==> src/rtl/vga_timing_gen.sv <==
// VGA timing core: pixel-clock divider, h/v counters and registered sync/strobe decode.
// Optional frame counter is built only when VGA_FRAME_CNT_EN is defined.
module vga_timing_gen #(
    parameter int CLK_DIV  = 4,
    parameter int H_ACTIVE = 640,
    parameter int H_FP     = 16,
    parameter int H_SYNC   = 96,
    parameter int H_BP     = 48,
    parameter int V_ACTIVE = 480,
    parameter int V_FP     = 10,
    parameter int V_SYNC   = 2,
    parameter int V_BP     = 33,
    parameter bit HS_POL   = 1'b0,
    parameter bit VS_POL   = 1'b0,
    parameter int XW       = 10,
    parameter int YW       = 10
) (
    input  logic          clk,
    input  logic          rst_n,
    output logic          pix_en,
    output logic [XW-1:0] x,
    output logic [YW-1:0] y,
    output logic          video_on,
    output logic          h_sync,
    output logic          v_sync,
    output logic          line_start,
    output logic          frame_start,
    output logic [15:0]   frame_cnt
);
    localparam int H_TOTAL = H_ACTIVE + H_FP + H_SYNC + H_BP;
    localparam int V_TOTAL = V_ACTIVE + V_FP + V_SYNC + V_BP;
    localparam int DW      = (CLK_DIV > 1) ? $clog2(CLK_DIV) : 1;

    if (CLK_DIV < 1 || H_TOTAL > (1 << XW) || V_TOTAL > (1 << YW)) begin : g_bad_params
        $error("vga_timing_gen: CLK_DIV < 1 or timing totals overflow XW/YW");
    end

    localparam logic [DW-1:0] DIV_LAST = DW'(CLK_DIV - 1);
    localparam logic [XW-1:0] X_LAST   = XW'(H_TOTAL - 1);
    localparam logic [YW-1:0] Y_LAST   = YW'(V_TOTAL - 1);
    localparam logic [XW-1:0] X_ACT    = XW'(H_ACTIVE);
    localparam logic [YW-1:0] Y_ACT    = YW'(V_ACTIVE);
    localparam logic [XW-1:0] HS_START = XW'(H_ACTIVE + H_FP);
    localparam logic [XW-1:0] HS_END   = XW'(H_ACTIVE + H_FP + H_SYNC);
    localparam logic [YW-1:0] VS_START = YW'(V_ACTIVE + V_FP);
    localparam logic [YW-1:0] VS_END   = YW'(V_ACTIVE + V_FP + V_SYNC);

    logic [DW-1:0] div_cnt_reg;
    logic [DW-1:0] div_cnt_next;
    logic          tick;
    logic [XW-1:0] x_reg;
    logic [XW-1:0] x_next;
    logic [YW-1:0] y_reg;
    logic [YW-1:0] y_next;
    logic          line_tick;
    logic          frame_tick;
    logic          pix_en_reg;
    logic          video_on_reg;
    logic          h_sync_reg;
    logic          v_sync_reg;
    logic          line_start_reg;
    logic          frame_start_reg;

    always_comb begin
        tick         = (div_cnt_reg == DIV_LAST);
        div_cnt_next = tick ? '0 : DW'(div_cnt_reg + 1'b1);
        x_next       = x_reg;
        y_next       = y_reg;
        if (tick) begin
            if (x_reg == X_LAST) begin
                x_next = '0;
                y_next = (y_reg == Y_LAST) ? '0 : YW'(y_reg + 1'b1);
            end else begin
                x_next = XW'(x_reg + 1'b1);
            end
        end
        line_tick  = tick && (x_next == '0);
        frame_tick = line_tick && (y_next == '0);
    end

    // Decode from the next-state counters so every output moves on the same edge as x/y.
    always_ff @(posedge clk or negedge rst_n) begin
        if (!rst_n) begin
            div_cnt_reg     <= '0;
            x_reg           <= X_LAST;
            y_reg           <= Y_LAST;
            pix_en_reg      <= 1'b0;
            video_on_reg    <= 1'b0;
            h_sync_reg      <= ~HS_POL;
            v_sync_reg      <= ~VS_POL;
            line_start_reg  <= 1'b0;
            frame_start_reg <= 1'b0;
        end else begin
            div_cnt_reg     <= div_cnt_next;
            x_reg           <= x_next;
            y_reg           <= y_next;
            pix_en_reg      <= tick;
            video_on_reg    <= (x_next < X_ACT) && (y_next < Y_ACT);
            h_sync_reg      <= ((x_next >= HS_START) && (x_next < HS_END)) ? HS_POL : ~HS_POL;
            v_sync_reg      <= ((y_next >= VS_START) && (y_next < VS_END)) ? VS_POL : ~VS_POL;
            line_start_reg  <= line_tick;
            frame_start_reg <= frame_tick;
        end
    end

`ifdef VGA_FRAME_CNT_EN
    logic [15:0] frame_cnt_reg;

    always_ff @(posedge clk or negedge rst_n) begin
        if (!rst_n) begin
            frame_cnt_reg <= '0;
        end else if (frame_tick) begin
            frame_cnt_reg <= frame_cnt_reg + 16'd1;
        end
    end

    assign frame_cnt = frame_cnt_reg;
`else
    assign frame_cnt = '0;
`endif

    assign pix_en      = pix_en_reg;
    assign x           = x_reg;
    assign y           = y_reg;
    assign video_on    = video_on_reg;
    assign h_sync      = h_sync_reg;
    assign v_sync      = v_sync_reg;
    assign line_start  = line_start_reg;
    assign frame_start = frame_start_reg;

endmodule

==> config.mk <==
export PLATFORM = sky130hd
export DESIGN_NAME = vga_timing_gen
export DESIGN_NICKNAME = d
export VERILOG_FILES = /design/src/rtl/vga_timing_gen.sv
export SDC_FILE = /design/constraint.sdc
export NUM_CORES = 1
export LEC_CHECK = 0
export CORE_MARGIN = 3
export CORE_UTILIZATION = 30
export CTS_BUF_LIST = sky130_fd_sc_hd__clkbuf_8
export DETAILED_ROUTE_END_ITERATION = 12
export SYNTH_ARGS = -nofsm -noshare
export SYNTH_HDL_FRONTEND = slang
export SYNTH_SLANG_ARGS = --single-unit
==> constraint.sdc <==
create_clock -name clk -period 2.6 [get_ports clk]
set_input_delay 0.52 -clock clk [delete_from_list [all_inputs] [get_ports clk]]
set_output_delay 0.52 -clock clk [all_outputs]
set_load 0.005 [all_outputs]
==> results.md, run 1 <==
- EDFF count, synth: 0
- Finished Cell Area: 2168 um^2
- Setup violations, final: 0
- CP Capture Type: flip-flop
- Post-DRT Antenna Nets: 0
- Slowest CP cell: dfstp_2
- Number of global-route vias before repair: 1390
- GRT Residual Overflow: 0
- Global Route Usage Sum: 12.17%
- Maximum clock insertion buffer count: 2
- Fin. Hold Viols: 0
- Clock skew: 0.001848 ns
- Number of gates resized after CTS: 0
- Average cell area after synthesis: 9.245 um^2
- Syn-to-layout area delta: 18.46%
- Reg2reg setup slack: 0.19 ns
- Adder-cell share of the synthesized area: 2.734%
- DRT iter0 DRCs: 86
- Comb power frac: 2.0%
- Height of the die: 84.12 um
- CP delay by family, top: simple AND/OR/NAND/NOR gates
- Number of CTS-inserted buffers: 3
- Max-slew violations: 0
- Area of the multi-input gates: 957.2 um^2
- Cell Pwr Density: 365.2 nW/um^2
- Root buffer cell: clkbuf_8
- Largest family of logic cells by synthesized area: simple AND/OR/NAND/NOR gates
- Sw frac: 18.62%
- Compound-cell area share of the yosys netlist: 12.30%
- FILL cells: 577
- Sw power: 0.0001474 W
- Post-CTS Setup Inserts: 0
- Post-Synth Simple-Gate Area: 26.38%
- # port buffers: 27
- Mux share of post-synthesis cell area: 1.709%
- Hold Path Class: flip-flop to flip-flop
- Share of flip-flops with an asynchronous set or reset: 100.0%
- Drt via density: 4.918
- Area post-placement: 2091 um^2
- Minimum clock period: 2.412 ns
- Post-Route WL: 4163 um
- Synth Cell Area: 1831 um^2
- CTS sink count: 28
- CP max FO: 8
- Commonest register cell after synthesis: dfrtp_1
- Via count: 1436
- Outcome: finished clean
- Leak pwr: 0.8768 nW
- Final Cycle Share: 92.75%
- Fin Setup TNS: 0 ns
- Most frequent cells in the layout: clkdlybuf4s50_1 (27), nand2_1 (18), conb_1 (16), dfrtp_1 (16), nor2_1 (15)
- Pint: 0.0006445 W
- Max Clk Rate: 414.7 MHz
- Post-CTS Hold Fix Bufs: 0
- Post-synth cell types: 51
- First-pass GRT wire length: 7079 um
- Delay of the slowest critical-path stage: 0.58 ns
- Average wire per standard cell: 14.26 um
- Min Hold Slack: 0.4378 ns
- Post-place setup slack: 0.1728 ns
- Final nets: 227
- Die Span X: 84.12 um
- Worst setup SP type: flip-flop
- Arr. time, crit path: 2.62 ns
- Worst Path Required: 2.81 ns
- DR pass1 iterations: 4
- CTS H-Tree Depth: 1
- Sequential cell area: 715.7 um^2
- CTS tree: built
- Xor/xnor share of the synthesized area: 5.742%
- Synth warn: 0
- Fin worst setup slack: 0.1884 ns
- CORE AREA: 5709 um^2
- Largest net degree at the start of global routing: 29
- Peak VDD IR: 0.2916 mV
- Final HPWL DP: 3127 um
- CP Buf/Inv Count: 0
- I/O pins: 44
- Clk pwr share: 42.9%
- Starting Density: 32.06%
- RePlAce Congestion: 0.8402
- Clock latency on the worst-skew pair: 0.27 ns
- Cells after synthesis: 198
- Sequential Power Share: 55.1%
- DRC errors left: 0
- Total die area: 7075 um^2
- Sequential fraction of the synthesis area: 39.10%
- Max_cap viols: 0
- Number of diodes: 0
- WS Path Type: flip-flop to flip-flop
- Share of cells above drive strength 1: 15.45%
- Worst-path clk slew: 0.09 ns
- Synthesized flop and latch total: 28
- Core Rows: 27
- Initial antenna violation count: 0
- Critical path cell sequence: ha_1, and4_2, nand4_2, nor3_1, xor2_1, nor4_1, and4b_1
- RSZ-0062 raised after global routing: false
- Commonest non-fill, non-tap cell in the layout: clkdlybuf4s50_1
[worst paths after layout]
path | from | cells past startpoint | to
worst min register to register | div_cnt_reg[0] | 1 | div_cnt_reg[0]
worst max register to register | x[0] | 7 | frame_start
max in group asynchronous | rst_n | 2 | x[1]
worst max-delay path | x[0] | 7 | frame_start
min in group asynchronous | rst_n | 2 | y[4]
worst min-delay path | div_cnt_reg[0] | 1 | div_cnt_reg[0]
[final cells by class]
type | count | area share [%]
multi-input cells | 150 | 44.14
clock buffers | 3 | 1.904
flip-flops and latches | 28 | 33.01
clock inverters | 1 | 1.385
inverters | 6 | 1.039
well taps | 72 | 4.155
repair buffers | 32 | 14.37
[cells by family (layout without fill, tap and decap cells)]
group,count (synthesis),after routing
DFF,28,28
AOI/OAI and AO/OA,33,33
adders and majority gates,4,4
and+or+nand+nor,82,82
muxes,3,3
xor gates and xnor gates,12,12
other,1,16
buffers and inverters,35,42
[metal layers]
metal  wire length, um  track usage (%)  vias up
li1                  -                -      713
met1              2090            17.98      682
met2              1862            18.51       39
met3               173            2.172        2
met4                36            2.632        0
met5                 0                0        -
[cells in the mapped netlist, types with 2 or more instances]
| library cell | n | share of area (%) |
|---|---|---|
| nor2b_1 | 2 | 0.68 |
| nand4b_1 | 2 | 0.96 |
| nor2_1 | 15 | 3.1 |
| and3_1 | 2 | 0.68 |
| dfstp_2 | 12 | 17 |
| a211oi_1 | 2 | 0.82 |
| xor2_1 | 5 | 2.4 |
| buf_2 | 4 | 1.1 |
| a21oi_1 | 5 | 1.4 |
| buf_4 | 21 | 8.6 |
| dfrtp_1 | 16 | 22 |
| and2_1 | 3 | 1.0 |
| a31oi_1 | 5 | 1.7 |
| nand4_1 | 4 | 1.4 |
| nor3_1 | 7 | 1.9 |
| a21o_1 | 2 | 0.82 |
| nand2_1 | 18 | 3.7 |
| nor4_1 | 2 | 0.68 |
| and4_2 | 2 | 1.1 |
| and4_1 | 2 | 0.96 |
| clkbuf_1 | 3 | 0.62 |
| o21ai_0 | 10 | 2.7 |
| mux2i_1 | 2 | 1.1 |
| inv_1 | 6 | 1.2 |
| ha_1 | 4 | 2.7 |
| nand3_1 | 11 | 3.0 |
| xnor2_1 | 7 | 3.3 |
[per-stage QoR]
step | power [W] | cells | util, %
after CTS | 0.0008103 | 292 | 37.87
after detailed placement | 0.0004608 | 288 | 36.62
after global placement | 0.0004602 | 288 | 36.62
final | 0.0007920 | 292 | 37.98
after floorplan | 0.0004665 | 213 | -
after global routing | 0.0008311 | 292 | 37.98
[power groups by stage]
stage | Sequential, W | Combinational (W) | Clock [W]
4_1_cts | 0.000436 | 0.0000169 | 0.000357
3_5_place_dp | 0.000444 | 0.0000169 | 0
3_3_place_gp | 0.000444 | 0.0000163 | 0
5_1_grt | 0.000436 | 0.0000195 | 0.000375
6_report | 0.000436 | 0.0000161 | 0.000340
2_1_floorplan | 0.000444 | 0.0000225 | 0
(Power assumes the default switching activity.)
==> inputs of run 2 (changes only) <==
Clock period 2.6 ns to 2.4 ns, I/O delays scaled along.
==> run 2 against run 1 <==
Compared with the run above:
- first-iteration DRC count up 55%
- global-route usage is 0.43 points higher
- design area increased by 2.7%
- register-to-register slack worse by 0.05 ns
- routed wire length rose by 3.3%
- sequential share of layout area fell by 0.87 points
- combinational power rose by 7%
- count of clock-buffer cells in the layout increased by 1
- utilization is 1.0 points higher
- cell count up 2.7%
- non-clock buffer count up 8
- sequential cell count is the same
==> results.md, run 2 (synthesis results as in run 1) <==
- Worst Path Required: 2.60 ns
- Core Rows: 27
- Sequential Power Share: 61.1%
- Fin. Hold Viols: 0
- Reg2reg path depth: 7
- Sequential cell area: 715.7 um^2
- Final Cycle Share: 94.15%
- Most frequent cells in the layout: clkdlybuf4s50_1 (27), nand2_1 (18), conb_1 (16), dfrtp_1 (16), nor2_1 (15)
- Average wire per standard cell: 14.33 um
- Pint: 0.0006217 W
- Sw power: 0.0001521 W
- Cell Pwr Density: 347.4 nW/um^2
- Commonest non-fill, non-tap cell in the layout: clkdlybuf4s50_1
- Outcome: finished clean
- Fin Setup TNS: 0 ns
- HP Start: div_cnt_reg[0]
- Number of CTS-inserted buffers: 3
- Max-slew violations: 0
- # port buffers: 27
- DRT iter0 DRCs: 133
- Initial antenna violation count: 0
- Min Hold Slack: 0.4352 ns
- Worst setup SP type: flip-flop
- CORE AREA: 5709 um^2
- FILL cells: 564
- Root buffer cell: clkbuf_8
- Worst hold stages: 1
- Share of cells above drive strength 1: 19.30%
- Starting Density: 32.06%
- Peak VDD IR: 0.1871 mV
- Final HPWL DP: 3213 um
- WS Path Type: flip-flop to flip-flop
- RSZ-0062 raised after global routing: false
- CP Capture Type: flip-flop
- Number of diodes: 0
- Drt via density: 5.023
- Finished Cell Area: 2227 um^2
- GRT Residual Overflow: 0
- Final nets: 235
- Maximum clock insertion buffer count: 2
- RePlAce Congestion: 0.8824
- Max_cap viols: 0
- Post-Route WL: 4300 um
- Fin worst setup slack: 0.1405 ns
- Number of global-route vias before repair: 1465
- Clock skew: 0.004451 ns
- First-pass GRT wire length: 7383 um
- Die Span X: 84.12 um
- Reg2reg setup slack: 0.14 ns
- Max Clk Rate: 442.6 MHz
- Number of gates resized after CTS: 0
- Worst-path clk slew: 0.09 ns
- DRC errors left: 0
- Arr. time, crit path: 2.46 ns
- CTS sink count: 28
- Leak pwr: 0.9231 nW
- CTS tree: built
- Syn-to-layout area delta: 21.67%
- Minimum clock period: 2.260 ns
- Area of the multi-input gates: 975.9 um^2
- Post-place setup slack: 0.1140 ns
- Via count: 1507
- Post-DRT Antenna Nets: 0
- DR pass1 iterations: 4
- Fin util: 39.01%
- Largest net degree at the start of global routing: 29
- Sw frac: 19.66%
- Hold Path Class: flip-flop to flip-flop
- CTS H-Tree Depth: 1
- Setup violations, final: 0
- RR Startpoint: x[0]
- Area post-placement: 2151 um^2
- Hold EP: div_cnt_reg[0]
- Total die area: 7075 um^2
- Reg-to-reg endpoint: frame_start
- Post-CTS Hold Fix Bufs: 0
- Global Route Usage Sum: 12.60%
- I/O pins: 44
- Height of the die: 84.12 um
- Post-CTS Setup Inserts: 0
- CP max FO: 5
- Clock latency on the worst-skew pair: 0.27 ns
- Comb power frac: 2.2%
- Clk pwr share: 36.7%
run 2: how the worst max path moves through the flow:
stage                     start     endpoint  slack, ns  cells past startpoint
final                      x[0]  frame_start       0.14                      7
after CTS                  x[8]  frame_start       0.08                      6
after detailed placement   x[8]  frame_start       0.11                      6
after global placement     x[8]  frame_start       0.03                      6
after floorplan            x[0]  frame_start       0.28                      8
after global routing       x[0]  frame_start       0.01                      7
run 2: worst max-delay path: stages, from the launching register on:
cell and delay, ns:
dfstp_2 0.58, ha_1 0.23, nand4_4 0.14, or4_1 0.49, a21oi_1 0.17, a311o_2 0.16
o2111a_1 0.21, and4b_1 0.22
run 2: routing by layer:
layer	routed length, um	track usage (%)	part of all wire (%)
met1	2056	18.33	48
met2	1972	19.15	46
met3	271	2.468	6.3
met4	0	3.070	0
met5	0	0	0
run 2: through the flow:
| step | std cells | total power (W) |
|---|---|---|
| finish | 300 | 0.0007738 |
| global route | 300 | 0.0008105 |
| CTS | 300 | 0.0007901 |
| detailed placement | 296 | 0.0004989 |
| global placement | 296 | 0.0004988 |
| floorplan | 213 | 0.0005054 |
run 2: cell type report:
cell class,count,share of cell area [%]
multi-input combinational,150,43.82
sequential,28,32.13
timing repair buffer,40,16.52
tap,72,4.045
clock buffer,4,2.472
inverter,6,1.011
run 2: power by group through the flow:
stage               clock [W]  sequential (W)  combinational (W)
floorplan                   0        0.000481          0.0000243
global placement            0        0.000481          0.0000179
detailed placement          0        0.000481          0.0000180
CTS                  0.000300        0.000473          0.0000179
global route         0.000317        0.000473          0.0000210
finish               0.000284        0.000473          0.0000173
